### src/rtl/card_select_input.sv
// Player-input front end: syncs/debounces board buttons, moves a 4x4 cursor, emits card selections.
// Latency: DEBOUNCE_CYCLES + 3 clk from raw button edge to cursor/carta_El update.
// Backpressure: none; events arriving while en=0, in state TWO, or losing arbitration are dropped.
//
// Ports:
//   clk, rst (async, active-low)       - clock / reset
//   en                                 - card-play phase; press events discarded while low
//   btn_up/down/left/right/sel         - raw active-low buttons, asynchronous to clk
//   card_disabled[15:0]                - bit i set: card i already matched, not selectable
//   clear_sel                          - pair evaluated, return selection count to 0
//   cursor[3:0]                        - row*4 + col
//   carta_El                           - one-cycle pulse per accepted selection
//   card_idx[3:0], first_idx[3:0]      - last selected card / first card of current pair
//   cartas_sel[1:0]                    - cards selected in current pair (0..2)
//
// Build option: define CURSOR_WRAP_EN to make cursor moves wrap within the row/column;
// otherwise a move past the grid edge leaves the cursor unchanged.

module card_select_input #(
   parameter int DEBOUNCE_CYCLES = 1_000_000
) (
   input  logic        clk,
   input  logic        rst,
   input  logic        en,
   input  logic        btn_up,
   input  logic        btn_down,
   input  logic        btn_left,
   input  logic        btn_right,
   input  logic        btn_sel,
   input  logic [15:0] card_disabled,
   input  logic        clear_sel,
   output logic [3:0]  cursor,
   output logic        carta_El,
   output logic [3:0]  card_idx,
   output logic [3:0]  first_idx,
   output logic [1:0]  cartas_sel
);

   // Button slot order doubles as arbitration priority (lowest index wins).
   localparam int NB    = 5;
   localparam int B_SEL = 0;
   localparam int B_UP  = 1;
   localparam int B_DN  = 2;
   localparam int B_LT  = 3;
   localparam int B_RT  = 4;

   // Counter only needs to reach DEBOUNCE_CYCLES-1: the level flips on the edge
   // that would have completed the count.
   localparam int CW = (DEBOUNCE_CYCLES < 2) ? 1 : $clog2(DEBOUNCE_CYCLES);
   localparam logic [CW-1:0] CNT_LAST = CW'(DEBOUNCE_CYCLES - 1);

   typedef enum logic [1:0] {
      S_IDLE = 2'd0,
      S_ONE  = 2'd1,
      S_TWO  = 2'd2
   } sel_state_t;

   logic [NB-1:0] raw;
   logic [NB-1:0] sync1_q, sync2_q;
   logic [NB-1:0] deb_q, deb_d1_q;
   logic [NB-1:0] evt_q;
   logic [NB-1:0] act;
   logic [CW-1:0] cnt_q [NB];

   sel_state_t state_q, state_d;
   logic [3:0] cursor_q, cursor_d;
   logic [3:0] card_q, card_d;
   logic [3:0] first_q, first_d;
   logic       el_q, el_d;
   logic [1:0] row, col;
   logic       cur_ok;

   assign raw = {btn_right, btn_left, btn_down, btn_up, btn_sel};

   // ---------------- input conditioning ----------------
   always_ff @(posedge clk or negedge rst) begin
      if (!rst) begin
         sync1_q  <= '1;
         sync2_q  <= '1;
         deb_q    <= '1;
         deb_d1_q <= '1;
         evt_q    <= '0;
         for (int i = 0; i < NB; i++) cnt_q[i] <= '0;
      end else begin
         sync1_q  <= raw;
         sync2_q  <= sync1_q;
         deb_d1_q <= deb_q;
         // Press = debounced 1->0; release produces nothing.
         evt_q    <= deb_d1_q & ~deb_q;
         for (int i = 0; i < NB; i++) begin
            if (sync2_q[i] == deb_q[i]) begin
               cnt_q[i] <= '0;
            end else if (cnt_q[i] == CNT_LAST) begin
               cnt_q[i] <= '0;
               deb_q[i] <= sync2_q[i];
            end else begin
               cnt_q[i] <= cnt_q[i] + 1'b1;
            end
         end
      end
   end

   assign act = en ? evt_q : '0;

   // ---------------- cursor + selection FSM ----------------
   always_ff @(posedge clk or negedge rst) begin
      if (!rst) begin
         state_q  <= S_IDLE;
         cursor_q <= '0;
         card_q   <= '0;
         first_q  <= '0;
         el_q     <= 1'b0;
      end else begin
         state_q  <= state_d;
         cursor_q <= cursor_d;
         card_q   <= card_d;
         first_q  <= first_d;
         el_q     <= el_d;
      end
   end

   always_comb begin
      state_d  = state_q;
      cursor_d = cursor_q;
      card_d   = card_q;
      first_d  = first_q;
      el_d     = 1'b0;
      row      = cursor_q[3:2];
      col      = cursor_q[1:0];
      cur_ok   = !card_disabled[cursor_q];

      // A sel event still consumes the cycle's single action slot even when
      // clear_sel drops it, so lower-priority moves stay dropped too.
      if (act[B_SEL]) begin
         if (!clear_sel) begin
            case (state_q)
               S_IDLE: if (cur_ok) begin
                  el_d    = 1'b1;
                  card_d  = cursor_q;
                  first_d = cursor_q;
                  state_d = S_ONE;
               end
               S_ONE: if (cur_ok && (cursor_q != first_q)) begin
                  el_d    = 1'b1;
                  card_d  = cursor_q;
                  state_d = S_TWO;
               end
               default: ;
            endcase
         end
      end else if (act[B_UP]) begin
`ifdef CURSOR_WRAP_EN
         cursor_d = {row - 2'd1, col};
`else
         if (row != 2'd0) cursor_d = {row - 2'd1, col};
`endif
      end else if (act[B_DN]) begin
`ifdef CURSOR_WRAP_EN
         cursor_d = {row + 2'd1, col};
`else
         if (row != 2'd3) cursor_d = {row + 2'd1, col};
`endif
      end else if (act[B_LT]) begin
`ifdef CURSOR_WRAP_EN
         cursor_d = {row, col - 2'd1};
`else
         if (col != 2'd0) cursor_d = {row, col - 2'd1};
`endif
      end else if (act[B_RT]) begin
`ifdef CURSOR_WRAP_EN
         cursor_d = {row, col + 2'd1};
`else
         if (col != 2'd3) cursor_d = {row, col + 2'd1};
`endif
      end

      if (clear_sel) state_d = S_IDLE;
   end

   assign cursor     = cursor_q;
   assign carta_El   = el_q;
   assign card_idx   = card_q;
   assign first_idx  = first_q;
   assign cartas_sel = state_q;

endmodule

### config.mk
export PLATFORM = sky130hd
export DESIGN_NAME = card_select_input
export DESIGN_NICKNAME = d
export VERILOG_FILES = /design/src/rtl/card_select_input.sv
export SDC_FILE = /design/constraint.sdc
export NUM_CORES = 1
export LEC_CHECK = 0
export CAP_MARGIN = 20
export CORE_MARGIN = 2
export CORE_UTILIZATION = 56
export CTS_BUF_LIST = sky130_fd_sc_hd__clkbuf_4 sky130_fd_sc_hd__clkbuf_8
export CTS_CLUSTER_DIAMETER = 60
export CTS_CLUSTER_SIZE = 30
export DETAILED_ROUTE_END_ITERATION = 16
export PLACE_DENSITY = 0.79
export SLEW_MARGIN = 20
export SYNTH_ARGS = -nofsm -noshare
export SYNTH_HDL_FRONTEND = slang
export SYNTH_SLANG_ARGS = --single-unit
### constraint.sdc
create_clock -name clk -period 2.1 [get_ports clk]
set_input_delay 0.315 -clock clk [delete_from_list [all_inputs] [get_ports clk]]
set_output_delay 0.315 -clock clk [all_outputs]
set_load 0.05 [all_outputs]
Word-level counts from Yosys, hierarchy flattened

Index checks and enable logic that the tools add are counted.

Bits in registers: 140
Input port bits: 25
Output and inout bits: 15
Word-level logic and storage cells: 118

Add/subtract/negate cells: 9
Magnitude comparators: 1
Equality and inequality tests: 20
Multiplexer cells: 34
Bitwise gates (word level): 12
Reductions and logical operators: 22

Operators by type and width:

| cell                                                        | count |
|---|---|
| two-way mux 20 bit                                          | 10 |
| adder 20 x 1 -> 20 bit (second input constant)              | 5 |
| == test 20 bit (second input constant)                      | 5 |
| two-way mux 4 bit                                           | 7 |
| nonzero test 2 bit                                          | 8 |
| two-way mux 2 bit                                           | 7 |
| AND reduction 4 bit                                         | 3 |
| inverter 1 bit                                              | 10 |
| AND reduction 2 bit                                         | 5 |
| inequality test 2 bit (second input constant)               | 4 |
| case mux 4 bit (2 select lines)                             | 1 |
| inequality test 3 bit (second input constant)               | 2 |
| AND reduction 6 bit                                         | 1 |
| AND 5 bit                                                   | 1 |
| == test 1 bit                                               | 5 |
| less-than comparator 4 x 5 -> 1 bit (second input constant) | 1 |
| two-way mux 1 bit                                           | 5 |
| two-way mux 5 bit                                           | 1 |
| inverter 5 bit                                              | 1 |
| AND reduction 5 bit                                         | 1 |
| adder 2 x 1 -> 2 bit (second input constant)                | 2 |
| binary-select mux 1 bit (select 4 bit)                      | 1 |
| inequality test 2 x 1 -> 1 bit (second input constant)      | 2 |
| inequality test 4 bit                                       | 1 |
| other kinds (8)                                             | 9 |

Longest topological paths before layout

Depth after elaboration: 8
Gate-level depth with buffers: 7
Mapped depth without buffers: 6

Worst setup path after synthesis

OpenSTA, ideal clock, no wires.

Kind: register to register
Start point: register cursor_q[1] (netlist: cursor[1])
End point: register card_q[0] (netlist: card_idx[0])
Setup time: 128 ps
Arrival time: 2320 ps
Data required time: 1972 ps
Path slack: -348 ps
Stages on the path, launching flop included: 6
Buffers on the path: 1
Period minus slack after synthesis: 2448 ps
Cells stage by stage: dfrtp_1 -> clkbuf_1 -> mux4_2 -> a2111oi_4 -> o221ai_2 -> mux2_1

Longest elaborated chain between the ends: 6
Elaborated cells between the ends (all ways): 8
Those cells by class: eq/ne (3); mux (2); reduce/logical (3)

RTL lines:

| item                                     | RTL line | RTL |
|---|---|---|
| start, declared                          | 66       | `logic [3:0] cursor_q, cursor_d;` |
| start signal, assigned                   | 115      | `cursor_q <= cursor_d;` |
| binary-select mux 1 bit (select 4 bit)   | 130      | `cur_ok = !card_disabled[cursor_q];` |
| two-way mux 1 bit (implied by the code)  | 130      |  |
| logical NOT 1 bit                        | 130      |  |
| logical AND 1 bit                        | 143      | `S_ONE: if (cur_ok && (cursor_q != first_q)) begin` |
| inequality test 2 bit (no source line)   | --       |  |
| AND reduction 5 bit (no source line) (*) | --       |  |
| end signal, assigned                     | 116      | `card_q <= card_d;` |
| end, declared                            | 67       | `logic [3:0] card_q, card_d;` |

Every way passes the cells marked *; elsewhere a longest branch is shown, timed or not. The select of a mux whose other input is x is not followed.
A chain may end at the register's enable or synchronous reset.

Final worst setup path

Start point: register cursor_q[0] (netlist: cursor[0])
End point: register card_q[0] (netlist: card_idx[0])

Longest elaborated chain between the ends: 6
Elaborated cells between the ends (all ways): 11
Those cells by class: eq/ne (3); mux (5); reduce/logical (3)

RTL lines:

| item                                    | RTL line |
|---|---|
| binary-select mux 1 bit (select 4 bit)  | 130 |
| two-way mux 1 bit (implied by the code) | 130 |
| logical NOT 1 bit                       | 130 |
| logical AND 1 bit                       | 143 |
| inequality test 2 bit (no source line)  | -- |
| AND reduction 5 bit (no source line)    | -- |

Parallel ways exist; a longest one is shown, timed or not. The select of a mux whose other input is x is not followed.

==> impl_metrics.env <==
export IMPL_status="finished, final reports clean"
export IMPL_p_switching_mw=1.18
export IMPL_synth_area_top_cells="dfrtp_1 46%, dfstp_2 8.1%, xor2_1 7.0%"
export IMPL_clockPowerShare_pct=45.1
export IMPL_h_tree_depth=4
export IMPL_setup_viol=0
export IMPL_first_global_vias=4491
export IMPL_route_detailed_drc=0
export IMPL_multi_input_area_um2=2840
export IMPL_synthSimpleGateAreaFrac_pct=22.2
export IMPL_regToRegSetupSlack_ns=0.07
export IMPL_dp_cells=793
export IMPL_synth_compound_area_share_pct=2.37
export IMPL_netlist_top_cells_count="120 x dfrtp_1, 112 x nor2_1, 52 x xor2_1"
export IMPL_async_reset_ff_share_pct=100
export IMPL_grt_max_degree=49
export IMPL_synth_edf_count=0
export IMPL_yosysMostFrequentCell="dfrtp_1"
export IMPL_cts_setup_buffers=0
export IMPL_synth_xor_area_share_pct=13.5
export IMPL_synthAdderAreaFrac_pct=1.50
export IMPL_critPathArrivalTime_ns=2.36
export IMPL_r2r_end="card_idx[0]"
export IMPL_cp_end_kind="register"
export IMPL_drive_gt1_share_pct=12.4
export IMPL_muxShareOfSynthArea_pct=3.88
export IMPL_diodes=0
export IMPL_power_density_nw_per_um2=713
export IMPL_ys_seq_area_share_pct=54.4
export IMPL_design_area_um2=7600
export IMPL_clk_pin_slew_ns=0.07
export IMPL_p_seq_share_pct=51.0
export IMPL_dr_first_iter_drc_count=240
export IMPL_routed_wl_mm=11.8
export IMPL_cts_buffers=17
export IMPL_initial_core_util_pct=57.1
export IMPL_placement_setup_worst_slack_ns=-0.248
export IMPL_dp_hpwl_mm=7.95
export IMPL_dieArea_um2=12500
export IMPL_finClkSkew_ns=0.00704
export IMPL_antenna_left=0
export IMPL_ys_warn_count=0
export IMPL_hold_violations=0
export IMPL_leakage_nw=3.31
export IMPL_yosysTopAreaCell="dfrtp_1"
export IMPL_rsz0062_at_grt="true"
export IMPL_hold_path_class="in2reg"
export IMPL_row_count=39
export IMPL_syn_inst=616
export IMPL_gp_congestion=0.804
export IMPL_p_comb_share_pct=3.9
export IMPL_peakVddDrop_mv=0.479
export IMPL_slew_viol_final=0
export IMPL_layout_nets=702
export IMPL_fill_cells=826
export IMPL_wire_per_inst_um=14.3
export IMPL_worst_pin_slew_ns=0.596
export IMPL_drv_cap=0
export IMPL_viasPerCell=5.44
export IMPL_synth_top_family_by_area="simple AND/OR/NAND/NOR gates"
export IMPL_die_height_um=112
export IMPL_antenna_found_initial=0
export IMPL_synth_area_um2=6490
export IMPL_r2r_start="cursor[0]"
export IMPL_fp_dieW_um=112
export IMPL_synth_seq_cells=140
export IMPL_finalCritPeriodShare_pct=96.6
export IMPL_cp_required_ns=2.43
export IMPL_seqCellArea_um2=3530
export IMPL_clock_latency_ns=0.45
export IMPL_crit_type="reg2reg"
export IMPL_power_mw=5.42
export IMPL_layout_setup_ws_ns=0.0713
export IMPL_period_minus_slack_ns=2.03
export IMPL_grt_use_total_pct=20.4
export IMPL_cts_num_sinks=140
export IMPL_synth_main_ff_cell="dfrtp_1"
export IMPL_ys_types=42
export IMPL_finalSetupTns_ns=0
export IMPL_fmax_mhz=493
export IMPL_cp_startpoint="cursor[0]"
export IMPL_synth_top_area_share_pct=46.3
export IMPL_core_um2=11400
export IMPL_clockBufferDepth=2
export IMPL_intPower_mw=4.24
export IMPL_cp_max_fo=5
export IMPL_syn_mean_instance_area_um2=10.5
export IMPL_switching_share_pct=21.8
export IMPL_crit_path_end="card_idx[0]"
export IMPL_grt_pass1_wl_mm=20.8
export IMPL_relSlewSlack_pct=59.9
export IMPL_synth_net_count=648
export IMPL_root_buffer="clkbuf_8"
export IMPL_stdcell_count=826
export IMPL_areaGrowthSynthToFinish_pct=17.1
export IMPL_grt_ovfl_total=0
export IMPL_firstDrtPassIters=5
export IMPL_r2r_cells=4
export IMPL_num_vias=4496
export IMPL_cts_tree="done"
export IMPL_io_pins=40
export IMPL_dpl_instance_area_um2=7120
export IMPL_port_buffer_count=39
export IMPL_start_kind="register"
-- stage by stage --
step | util [%] | hold WS, ns
CTS | 66.7 | 0.237
global route | 66.8 | 0.249
finish | 66.8 | 0.269
floorplan | - | 0.0194
global placement | 62.6 | 0.272
detailed placement | 62.6 | 0.274
-- repair_timing --
item / in CTS / in global routing
pin swaps: 1 / 1
gates resized for setup: 3 / 6
endpoints found under the setup margin: 6 / 64
hold buffers: 1 / 0
hold endpoints to repair: 39 / 0
-- layout make-up --
cell class                 instances  area share, %
clock buffer                      17           3.08
clock inverter                    15           2.91
sequential                       140           46.5
timing repair buffer              51           6.85
multi-input combinational        440           37.3
tap                              143           2.35
inverter                          20          0.988
-- per-layer routing --
metal | part of all wire, % | track usage [%] | up-vias
li1 | - | - | 2175
met1 | 46 | 27.1 | 2217
met2 | 48 | 32.3 | 81
met3 | 3.9 | 5.17 | 23
met4 | 1.8 | 8.56 | 0
met5 | 0 | 0 | -
-- layout by cell type, fill, tap and decap left out, types with 5 or more instances in the layout --
master | Yosys | routed
and2_1 | 5 | 5
and3_1 | 18 | 18
and4_1 | 8 | 8
buf_4 | 0 | 8
bufinv_16 | 0 | 5
clkbuf_8 | 0 | 17
clkdlybuf4s50_1 | 0 | 34
dfrtp_1 | 120 | 117
dfstp_2 | 20 | 20
ha_1 | 7 | 7
inv_1 | 20 | 20
mux2_1 | 8 | 7
mux2_2 | 5 | 5
mux2i_1 | 6 | 6
nand2_1 | 46 | 46
nand3_1 | 37 | 37
nand4_1 | 14 | 14
nor2_1 | 112 | 112
nor2b_1 | 5 | 5
nor3_1 | 12 | 12
nor4_1 | 15 | 14
xnor2_1 | 48 | 48
xor2_1 | 52 | 52
-- kinds of logic (layout without fill, tap and decap cells) --
family | count (synthesis) | count (layout)
buf+inv | 36 | 103
mux | 21 | 21
flops | 140 | 140
xor+xnor | 100 | 100
compound gates | 15 | 15
simple gates | 296 | 296
fa+ha+maj | 8 | 8
-- registers in the layout (all words and copies together), names as in the netlist --
| name | flops |
|---|---|
| deb_q | 5 |
| card_idx | 4 |
| cursor | 4 |
| deb_d1_q | 5 |
| carta_El | 1 |
| cnt_q | 100 |
| cartas_sel | 2 |
| first_idx | 4 |
| sync2_q | 5 |
| evt_q | 5 |
| sync1_q | 5 |
-- worst min path at each step --
stage | from | slack, ns | to | cells after the start
CTS | btn_right | 0.24 | sync1_q[4] | 1
global route | btn_left | 0.25 | sync1_q[3] | 1
global placement | rst | 0.27 | cnt_q[65] | 1
detailed placement | rst | 0.27 | cnt_q[60] | 1
floorplan | rst | 0.02 | card_idx[0] | 0
finish | btn_left | 0.27 | sync1_q[3] | 1
-- critical path, cell delays in order (launching register included) --
cell and delay [ns]:
dfrtp_2 0.40, mux4_2 0.54, a2111oi_4 0.39, o221ai_2 0.23, mux2_1 0.35
-- power by group through the flow --
stage / clock, mW / combinational [mW] / sequential (mW)
floorplan: 0 / 0.0824 / 2.81
global placement: 0 / 0.203 / 2.81
detailed placement: 0 / 0.210 / 2.82
CTS: 2.50 / 0.213 / 2.77
global route: 2.61 / 0.239 / 2.77
finish: 2.44 / 0.210 / 2.77
(Power assumes the default switching activity.)
